<file path="src/rtl/pipe_hazard_ctrl_pkg.sv">
// Shared types for the pipeline hazard controller: FSM state encoding, control bundle, NOP bubble values.
// Optional perf counters are enabled with `define PIPE_HAZARD_CTRL_PERF_EN.
package pipe_hazard_ctrl_pkg;

  typedef enum logic [1:0] {
    S_RUN      = 2'd0,
    S_MEM_WAIT = 2'd1,
    S_ERR      = 2'd2
  } state_e;

  // Field values a flushed pipeline register loads to become a bubble
  localparam logic [31:0] NOP_INSTR  = 32'h0000_0013;
  localparam logic        NOP_RF_WE  = 1'b0;
  localparam logic        NOP_DM_WE  = 1'b0;

  typedef struct packed {
    logic pc_en;
    logic if_id_en;
    logic if_id_flush;
    logic id_ex_en;
    logic id_ex_flush;
    logic ex_mem_en;
    logic mem_wb_en;
  } ctrl_t;

  localparam ctrl_t CTRL_HOLD  = ctrl_t'(7'b000_0000);
  localparam ctrl_t CTRL_RUN   = ctrl_t'(7'b110_1011);
  localparam ctrl_t CTRL_REDIR = ctrl_t'(7'b111_1111);
  localparam ctrl_t CTRL_LU    = ctrl_t'(7'b000_1111);

  function automatic logic src_match(input logic used, input logic [4:0] rs, input logic [4:0] rd);
    return used && (rs == rd);
  endfunction

endpackage

</file>
<file path="src/rtl/pipe_hazard_ctrl_if.sv">
// Hazard-controller bundle: pipeline status in, stage enables/flushes out.
// Perf counter signals exist only with `define PIPE_HAZARD_CTRL_PERF_EN.
interface pipe_hazard_ctrl_if;
  logic [4:0]  id_rs1;
  logic [4:0]  id_rs2;
  logic        id_rs1_used;
  logic        id_rs2_used;
  logic [4:0]  ex_rf_waddr;
  logic        ex_is_load;
  logic        ex_redirect;
  logic        mem_req;
  logic        mem_ready;
  logic        pc_en;
  logic        if_id_en;
  logic        if_id_flush;
  logic        id_ex_en;
  logic        id_ex_flush;
  logic        ex_mem_en;
  logic        mem_wb_en;
  logic        mem_err;
`ifdef PIPE_HAZARD_CTRL_PERF_EN
  logic [31:0] perf_stall_cnt;
  logic [31:0] perf_flush_cnt;

  modport master (
    output id_rs1, id_rs2, id_rs1_used, id_rs2_used, ex_rf_waddr, ex_is_load,
           ex_redirect, mem_req, mem_ready,
    input  pc_en, if_id_en, if_id_flush, id_ex_en, id_ex_flush, ex_mem_en,
           mem_wb_en, mem_err, perf_stall_cnt, perf_flush_cnt
  );

  modport slave (
    input  id_rs1, id_rs2, id_rs1_used, id_rs2_used, ex_rf_waddr, ex_is_load,
           ex_redirect, mem_req, mem_ready,
    output pc_en, if_id_en, if_id_flush, id_ex_en, id_ex_flush, ex_mem_en,
           mem_wb_en, mem_err, perf_stall_cnt, perf_flush_cnt
  );
`else
  modport master (
    output id_rs1, id_rs2, id_rs1_used, id_rs2_used, ex_rf_waddr, ex_is_load,
           ex_redirect, mem_req, mem_ready,
    input  pc_en, if_id_en, if_id_flush, id_ex_en, id_ex_flush, ex_mem_en,
           mem_wb_en, mem_err
  );

  modport slave (
    input  id_rs1, id_rs2, id_rs1_used, id_rs2_used, ex_rf_waddr, ex_is_load,
           ex_redirect, mem_req, mem_ready,
    output pc_en, if_id_en, if_id_flush, id_ex_en, id_ex_flush, ex_mem_en,
           mem_wb_en, mem_err
  );
`endif
endinterface

</file>
<file path="src/rtl/pipe_hazard_ctrl_load_use_detect.sv">
// Combinational load-use detector: ID reads a register that the load in EX has not yet produced.
// x0 is never a hazard since it is hard-wired to zero.
module load_use_detect
  import pipe_hazard_ctrl_pkg::*;
(
  input  logic [4:0] id_rs1,
  input  logic [4:0] id_rs2,
  input  logic       id_rs1_used,
  input  logic       id_rs2_used,
  input  logic [4:0] ex_rf_waddr,
  input  logic       ex_is_load,
  output logic       lu
);

  assign lu = ex_is_load && (ex_rf_waddr != 5'd0) &&
              (src_match(id_rs1_used, id_rs1, ex_rf_waddr) ||
               src_match(id_rs2_used, id_rs2, ex_rf_waddr));

endmodule

</file>
<file path="src/rtl/pipe_hazard_ctrl.sv">
// Pipeline sequencer: memory-wait freeze FSM with watchdog, redirect flush, load-use bubble.
// `define PIPE_HAZARD_CTRL_PERF_EN adds stall/flush performance counters.
module pipe_hazard_ctrl
  import pipe_hazard_ctrl_pkg::*;
#(
  parameter int unsigned MEM_TIMEOUT = 255,
  parameter int unsigned TO_W        = 16
) (
  input  logic             clk,
  input  logic             rst,
  pipe_hazard_ctrl_if.slave hz
);

  localparam logic [TO_W-1:0] WD_LIMIT = TO_W'(MEM_TIMEOUT);
  localparam logic [TO_W-1:0] WD_ONE   = {{(TO_W-1){1'b0}}, 1'b1};

  state_e          state_r, state_s;
  logic [TO_W-1:0] wd_r, wd_s;
  logic            mem_err_r, mem_err_s;
  logic            lu_s;
  logic            freeze_s;
  ctrl_t           ctrl_s;

  load_use_detect u_load_use_detect (
    .id_rs1      (hz.id_rs1),
    .id_rs2      (hz.id_rs2),
    .id_rs1_used (hz.id_rs1_used),
    .id_rs2_used (hz.id_rs2_used),
    .ex_rf_waddr (hz.ex_rf_waddr),
    .ex_is_load  (hz.ex_is_load),
    .lu          (lu_s)
  );

  // Next state, watchdog count and sticky error
  always_comb begin
    state_s   = state_r;
    wd_s      = wd_r;
    mem_err_s = mem_err_r;
    case (state_r)
      S_RUN: begin
        if (hz.mem_req && !hz.mem_ready) begin
          state_s = S_MEM_WAIT;
          wd_s    = WD_ONE;
        end else begin
          state_s = S_RUN;
        end
      end
      S_MEM_WAIT: begin
        if (hz.mem_ready) begin
          state_s = S_RUN;
        end else if (wd_r == WD_LIMIT) begin
          state_s   = S_ERR;
          mem_err_s = 1'b1;
        end else begin
          wd_s = wd_r + WD_ONE;
        end
      end
      S_ERR: begin
        state_s = S_ERR;
      end
      default: begin
        // Corrupted encoding is treated as a fault, never as a silent run
        state_s   = S_ERR;
        mem_err_s = 1'b1;
      end
    endcase
  end

  // Freeze while a data-memory access is outstanding or after a watchdog fault
  always_comb begin
    freeze_s = 1'b0;
    case (state_r)
      S_RUN:      freeze_s = hz.mem_req && !hz.mem_ready;
      S_MEM_WAIT: freeze_s = !hz.mem_ready;
      default:    freeze_s = 1'b1;
    endcase
  end

  // Priority mux: reset, freeze, redirect, load-use, normal advance
  always_comb begin
    ctrl_s = CTRL_HOLD;
    if (rst) begin
      ctrl_s = CTRL_HOLD;
    end else if (freeze_s) begin
      ctrl_s = CTRL_HOLD;
    end else if (hz.ex_redirect) begin
      ctrl_s = CTRL_REDIR;
    end else if (lu_s) begin
      ctrl_s = CTRL_LU;
    end else begin
      ctrl_s = CTRL_RUN;
    end
  end

  assign hz.pc_en       = ctrl_s.pc_en;
  assign hz.if_id_en    = ctrl_s.if_id_en;
  assign hz.if_id_flush = ctrl_s.if_id_flush;
  assign hz.id_ex_en    = ctrl_s.id_ex_en;
  assign hz.id_ex_flush = ctrl_s.id_ex_flush;
  assign hz.ex_mem_en   = ctrl_s.ex_mem_en;
  assign hz.mem_wb_en   = ctrl_s.mem_wb_en;
  assign hz.mem_err     = mem_err_r;

  // State, watchdog and error registers
  always_ff @(posedge clk) begin
    if (rst) begin
      state_r   <= S_RUN;
      wd_r      <= {TO_W{1'b0}};
      mem_err_r <= 1'b0;
    end else begin
      state_r   <= state_s;
      wd_r      <= wd_s;
      mem_err_r <= mem_err_s;
    end
  end

`ifdef PIPE_HAZARD_CTRL_PERF_EN
  logic [31:0] perf_stall_r;
  logic [31:0] perf_flush_r;

  // Stall and flush event counters, wrapping naturally at 2**32
  always_ff @(posedge clk) begin
    if (rst) begin
      perf_stall_r <= 32'd0;
      perf_flush_r <= 32'd0;
    end else begin
      if (freeze_s || lu_s) begin
        perf_stall_r <= perf_stall_r + 32'd1;
      end
      if (hz.ex_redirect && !freeze_s) begin
        perf_flush_r <= perf_flush_r + 32'd1;
      end
    end
  end

  assign hz.perf_stall_cnt = perf_stall_r;
  assign hz.perf_flush_cnt = perf_flush_r;
`endif

endmodule

</file>
<file path="src/flat_wrapper.sv">
// flat-port wrapper written by rule: the top's interface ports become plain ports
module pipe_hazard_ctrl_flat import pipe_hazard_ctrl_pkg::*;
#(
  parameter int unsigned MEM_TIMEOUT = 255,
  parameter int unsigned TO_W        = 16
)
  (clk, rst, hz_id_rs1, hz_id_rs2, hz_id_rs1_used, hz_id_rs2_used, hz_ex_rf_waddr, hz_ex_is_load, hz_ex_redirect, hz_mem_req, hz_mem_ready, hz_pc_en, hz_if_id_en, hz_if_id_flush, hz_id_ex_en, hz_id_ex_flush, hz_ex_mem_en, hz_mem_wb_en, hz_mem_err);
  pipe_hazard_ctrl_if hz_i ();
  input  logic clk;
  input  logic rst;
  input wire logic [$bits(hz_i.id_rs1)-1:0] hz_id_rs1;
  input wire logic [$bits(hz_i.id_rs2)-1:0] hz_id_rs2;
  input wire logic [$bits(hz_i.id_rs1_used)-1:0] hz_id_rs1_used;
  input wire logic [$bits(hz_i.id_rs2_used)-1:0] hz_id_rs2_used;
  input wire logic [$bits(hz_i.ex_rf_waddr)-1:0] hz_ex_rf_waddr;
  input wire logic [$bits(hz_i.ex_is_load)-1:0] hz_ex_is_load;
  input wire logic [$bits(hz_i.ex_redirect)-1:0] hz_ex_redirect;
  input wire logic [$bits(hz_i.mem_req)-1:0] hz_mem_req;
  input wire logic [$bits(hz_i.mem_ready)-1:0] hz_mem_ready;
  output wire logic [$bits(hz_i.pc_en)-1:0] hz_pc_en;
  output wire logic [$bits(hz_i.if_id_en)-1:0] hz_if_id_en;
  output wire logic [$bits(hz_i.if_id_flush)-1:0] hz_if_id_flush;
  output wire logic [$bits(hz_i.id_ex_en)-1:0] hz_id_ex_en;
  output wire logic [$bits(hz_i.id_ex_flush)-1:0] hz_id_ex_flush;
  output wire logic [$bits(hz_i.ex_mem_en)-1:0] hz_ex_mem_en;
  output wire logic [$bits(hz_i.mem_wb_en)-1:0] hz_mem_wb_en;
  output wire logic [$bits(hz_i.mem_err)-1:0] hz_mem_err;
  assign hz_i.id_rs1 = hz_id_rs1;
  assign hz_i.id_rs2 = hz_id_rs2;
  assign hz_i.id_rs1_used = hz_id_rs1_used;
  assign hz_i.id_rs2_used = hz_id_rs2_used;
  assign hz_i.ex_rf_waddr = hz_ex_rf_waddr;
  assign hz_i.ex_is_load = hz_ex_is_load;
  assign hz_i.ex_redirect = hz_ex_redirect;
  assign hz_i.mem_req = hz_mem_req;
  assign hz_i.mem_ready = hz_mem_ready;
  assign hz_pc_en = hz_i.pc_en;
  assign hz_if_id_en = hz_i.if_id_en;
  assign hz_if_id_flush = hz_i.if_id_flush;
  assign hz_id_ex_en = hz_i.id_ex_en;
  assign hz_id_ex_flush = hz_i.id_ex_flush;
  assign hz_ex_mem_en = hz_i.ex_mem_en;
  assign hz_mem_wb_en = hz_i.mem_wb_en;
  assign hz_mem_err = hz_i.mem_err;
  pipe_hazard_ctrl #(.MEM_TIMEOUT(MEM_TIMEOUT), .TO_W(TO_W)) u_core (.clk(clk), .rst(rst), .hz(hz_i));
endmodule
</file>
<file path="config.mk">
export PLATFORM = sky130hd
export DESIGN_NAME = pipe_hazard_ctrl_flat
export DESIGN_NICKNAME = d
export VERILOG_FILES = /design/src/rtl/pipe_hazard_ctrl_pkg.sv /design/src/rtl/pipe_hazard_ctrl_if.sv /design/src/rtl/pipe_hazard_ctrl_load_use_detect.sv /design/src/rtl/pipe_hazard_ctrl.sv /design/src/flat_wrapper.sv
export SDC_FILE = /design/constraint.sdc
export NUM_CORES = 1
export LEC_CHECK = 0
export CORE_MARGIN = 5
export CORE_UTILIZATION = 25
export DETAILED_ROUTE_END_ITERATION = 16
export GPL_TIMING_DRIVEN = 0
export PLACE_DENSITY = 0.53
export REMOVE_ABC_BUFFERS = 1
export SYNTH_ARGS = -nofsm -noshare
export SYNTH_HDL_FRONTEND = slang
export SYNTH_SLANG_ARGS = --single-unit
</file>
<file path="constraint.sdc">
create_clock -name clk -period 5.3 [get_ports clk]
set_input_delay 1.325 -clock clk [delete_from_list [all_inputs] [get_ports clk]]
set_output_delay 1.325 -clock clk [all_outputs]
set_load 0.02 [all_outputs]
</file>
Word-level counts from Yosys, hierarchy flattened
Cells that the tools add are included.

storage, ports and cells
  register bits = 19
  input port bits = 23
  output and inout port bits = 8
  word-level logic and storage cells = 44

operators by class
  add/subtract/negate cells = 1
  eq/ne operators = 10
  multiplexer cells = 16
  bitwise logic cells = 1
  reduce and logical (&&, ||, !) cells = 13

operators with widths
  operator               number
  $mux 16                3
  $pmux 16 s2            1
  $mux 7                 4
  $add 16x1->16 const B  1
  $eq 16x8->1 const B    1
  $eq 5x5->1             2
  $logic_and 1x1->1      5
  $reduce_bool 5->1      1
  $mux 2                 2
  $ne 2x1->1 const B     2
  $ne 2x2->1 const B     2
  $pmux 1 s2             2
  $pmux 2 s2             1
  $reduce_and 4->1       1
  $mux 1                 3
  $ne 3x2->1 const B     1
  $reduce_and 3->1       1
  $eq 2x1->1 const B     1
  $eq 2x2->1 const B     1
  $logic_not 2->1        1
  $reduce_bool 2->1      1
  $reduce_or 2->1        1
  $logic_not 1->1        1
  $logic_or 1x1->1       1
  $not 1->1              1

Logic depth before layout (Yosys ltp)
  depth in word-level cells = 8
  mapped depth = 6
  depth with buffers taken out = 5

Hierarchy
From an unflattened synthesis, not the netlist that was laid out.

unflattened totals
  cell total of the unflattened synthesis = 166
  area, all modules = 1301.2 um^2

modules (own cells, without submodules)
  module            instances  cells each  area each (um^2)  seq. area each (um^2)
  pipe_hazard_ctrl  1          149         1167.4            380.4
  load_use_detect   1          17          133.9             0.0

Least setup slack after synthesis
Ideal clock, no wire load.

  path kind = input-to-output
  start point = in hz_ex_rf_waddr[2]
  end point = out hz_id_ex_flush
  arrival time = 2455 ps
  required time = 3975 ps
  slack = 1520 ps
  stages = 4
  path buffers = 0
  path through = xor2_1 nor4_1 a32oi_1 o31ai_1

on the way
  cells in the longest elaborated chain, start to end = 8
  elaborated cells on any way between the ends = 12
  classes of those cells = 2 x eq/ne; 4 x mux; 6 x reduce/logical

RTL lines
  element              RTL line                                RTL
  start, declared      flat_wrapper.sv:15                      input wire logic [$bits(hz_i.ex_rf_waddr)-1:0] hz_ex_rf_waddr;
  $eq 5x5->1           pipe_hazard_ctrl_pkg.sv:32              return used && (rs == rd);
  $logic_and 1x1->1    pipe_hazard_ctrl_pkg.sv:32
  $logic_or 1x1->1     pipe_hazard_ctrl_load_use_detect.sv:16  (src_match(id_rs1_used, id_rs1, ex_rf_waddr) ||
  $logic_and 1x1->1 *  pipe_hazard_ctrl_load_use_detect.sv:15  assign lu = ex_is_load && (ex_rf_waddr != 5'd0) &&
  $mux 7 *             pipe_hazard_ctrl.sv:88                  end else if (lu_s) begin
  $mux 7 *             pipe_hazard_ctrl.sv:86                  end else if (hz.ex_redirect) begin
  $mux 7 *             pipe_hazard_ctrl.sv:84                  end else if (freeze_s) begin
  $mux 7 *             pipe_hazard_ctrl.sv:82                  if (rst) begin
  end, declared        flat_wrapper.sv:24                      output wire logic [$bits(hz_i.id_ex_flush)-1:0] hz_id_ex_flush;

Every way passes the cells marked *; elsewhere a longest branch is shown, timed or not.

Worst setup path after layout
Same ends and word-level chain as after synthesis.

==> metrics <==
CORE AREA=0.00469 mm²; Fin Clk Skew=0.00266 ns; final hold vios=0; flops & latches, synth=19; vias in the first global route=1099; Setup TNS=0 ns; crit-path most repeated cell=clkdlybuf4s50_1; cell area after placement=0.00152 mm²; fin crit share=88.3%; TritonCTS Buffers=3; Final nets=198; 1st-pass router iterations=4; height of the die=79.1 µm; EDFF count, synth=0; area share of the largest cell type after synthesis=31.9%; Routed WL=3040 µm; Worst-Margin Slew=0.714 ns; clock slew at reported path FFs=0.07 ns; antenna-violating nets left=0; final number of max-transition violations=0; Rel. slew slack=52.3%; Vias=1153; layout cell share with drive strength beyond 1=3.47%; Min-Delay Path Class=register to register; Max stage delay on crit path=0.66 ns; worst-case clock buffer depth=2; CTS Root Cell=clkbuf_8; leakage power=0.520 nW; Initial Util=25.4%; post-synth cell types=38; largest net degree at the start of global routing=17; Worst IR Drop VDD=0.0000652 V; row cnt=25; status=finished clean; CTS hold repair buffers=0; antenna diode count=0; area leader, netlist=dfxtp_1; Fillers=524; Arr. time, crit path=3.36 ns; Tot Pwr=0.303 mW; synthesized instance count=146; CTS H-tree lvls=1; drt via density=5.08; yosys warns=0; area grow syn2layout=31.3%; total grt overflow=0; Post-Syn Area=0.00119 mm²; MaxCap Viol Count=0; Port Buffers=30; crit-path max FO=3; clk sinks=19; Die W=79.1 µm; part of the Yosys area used for sequential elements=31.9%; # Post-CTS Setup Buffers=0; DR WL/cell=13.4 µm; Slowest-stage cell, CP=clkdlybuf4s50_1; clock latency on the worst-skew pair=0.26 ns; Post-synth top cells=19 x dfxtp_1, 15 x nand2_1, 8 x inv_1, 8 x nand3_1, 8 x xor2_1; 1st-iter DRT viols=23; fraction of registers with async set/reset=0%; Detail Placement HPWL=2320 µm; GPL Wtd Cong=0.767; Startpoint Class=input port; Synth area leaders=dfxtp_1 32%, mux2i_1 5.9%, xor2_1 5.9%; initial antenna violation count=0; drc violations=0; count leader, synth=dfxtp_1; Bufs and invs on worst path=2; worst-path cell chain=clkdlybuf4s50_1, xor2_1, nor4_1, a32oi_1, o31ai_1, clkdlybuf4s50_1; Setup crit end kind=output pin; Resized cells post-CTS=0; count of final setup violators=0; worst endpoint required time=3.97 ns; die footprint=0.00626 mm²; TritonCTS clock tree=yes; fmax=214 MHz; setup repair after global routing missed its margin=no; I/O pins=31; clock period minus worst slack=4.68 ns; crit-path leading delay family=buffers and inverters; GR Util All Layers=10.2%; kind of critical path=input port to output pin; pwr/cell area=193 mW/mm²; first-pass GRT wire length=5180 µm; Top FF cell, synth=dfxtp_1; design area=0.00157 mm²; Mean Syn Cell Area=8.18 µm²
-- layout by cell type, fill, tap and decap left out, types with 3 or more instances in the layout --
cell type / n
inv_1: 8
a21oi_1: 7
or3_1: 7
o31ai_1: 5
nor2_1: 5
clkdlybuf4s50_1: 30
xor2_1: 8
nand2_1: 15
mux2i_1: 7
dfxtp_1: 19
nor4_1: 5
nand3_1: 8
clkbuf_8: 3
a211oi_1: 5
and3_1: 3
or4_1: 7
nand4_1: 4
-- per-stage QoR --
step                      instances  util, %  setup slack (ns)  hold slack (ns)
after floorplan                 139        -              1.52            0.448
after detailed placement        223     32.5             0.608            0.476
after global placement          223     32.5             0.600            0.474
final                           227     33.4             0.617            0.491
after global routing            227     33.4             0.457            0.525
after CTS                       227     33.4             0.608            0.489
-- flip-flops by register name, indices dropped and copies added, names as in the netlist --
signal / flops
u_core.state_r: 2
u_core.hz.mem_err: 1
u_core.wd_r: 16
-- layout make-up --
| type | instances | area, µm² | share of cell area (%) |
|---|---|---|---|
| Inverter | 8 | 30.0 | 1.92 |
| Sequential cell | 19 | 380 | 24.3 |
| Timing Repair Buffer | 30 | 300 | 19.2 |
| Tap cell | 54 | 67.6 | 4.31 |
| Multi-Input combinational cell | 112 | 744 | 47.5 |
| Clock buffer | 4 | 45.0 | 2.87 |
-- cell families after synthesis --
group / count (synthesis) / share of synthesized area, %
AOI/OAI and AO/OA: 29 / 17.0
xor gates and xnor gates: 10 / 7.34
adders and majority gates: 1 / 1.05
buffers and inverters: 15 / 5.76
DFF: 19 / 31.9
muxes: 7 / 5.87
and+or+nand+nor: 65 / 31.1
-- worst paths after layout --
| path | start | endpoint | slack, ns | cells past startpoint |
|---|---|---|---|---|
| min | u_core.wd_r[15] | u_core.wd_r[15] | 0.49 | 2 |
| max reg2reg | u_core.wd_r[0] | u_core.wd_r[7] | 3.30 | 5 |
| max | hz_ex_rf_waddr[2] | hz_id_ex_flush | 0.62 | 6 |
| min reg2reg | u_core.wd_r[15] | u_core.wd_r[15] | 0.49 | 2 |
-- power breakdown --
part | switching (mW) | total, mW | internal, mW
logic | 0.0251 | 0.0545 | 0.0294
registers | 0.00263 | 0.146 | 0.144
clock network | 0.0482 | 0.102 | 0.0535
total | 0.0759 | 0.303 | 0.227
-- per-layer routing --
layer / wire, µm / global-route usage [%]
met3: 85 / 2.83
met1: 1370 / 13.4
met5: 0 / 0
met2: 1560 / 16.8
met4: 25 / 2.06
-- worst reg2reg max path: stages (launching register included) --
cell and delay (ns):
dfxtp_1 0.36, ha_1 0.24, and4_1 0.24, and4_1 0.36, a2111oi_1 0.51, mux2i_1 0.22
Power figures use the tool's default switching activity.
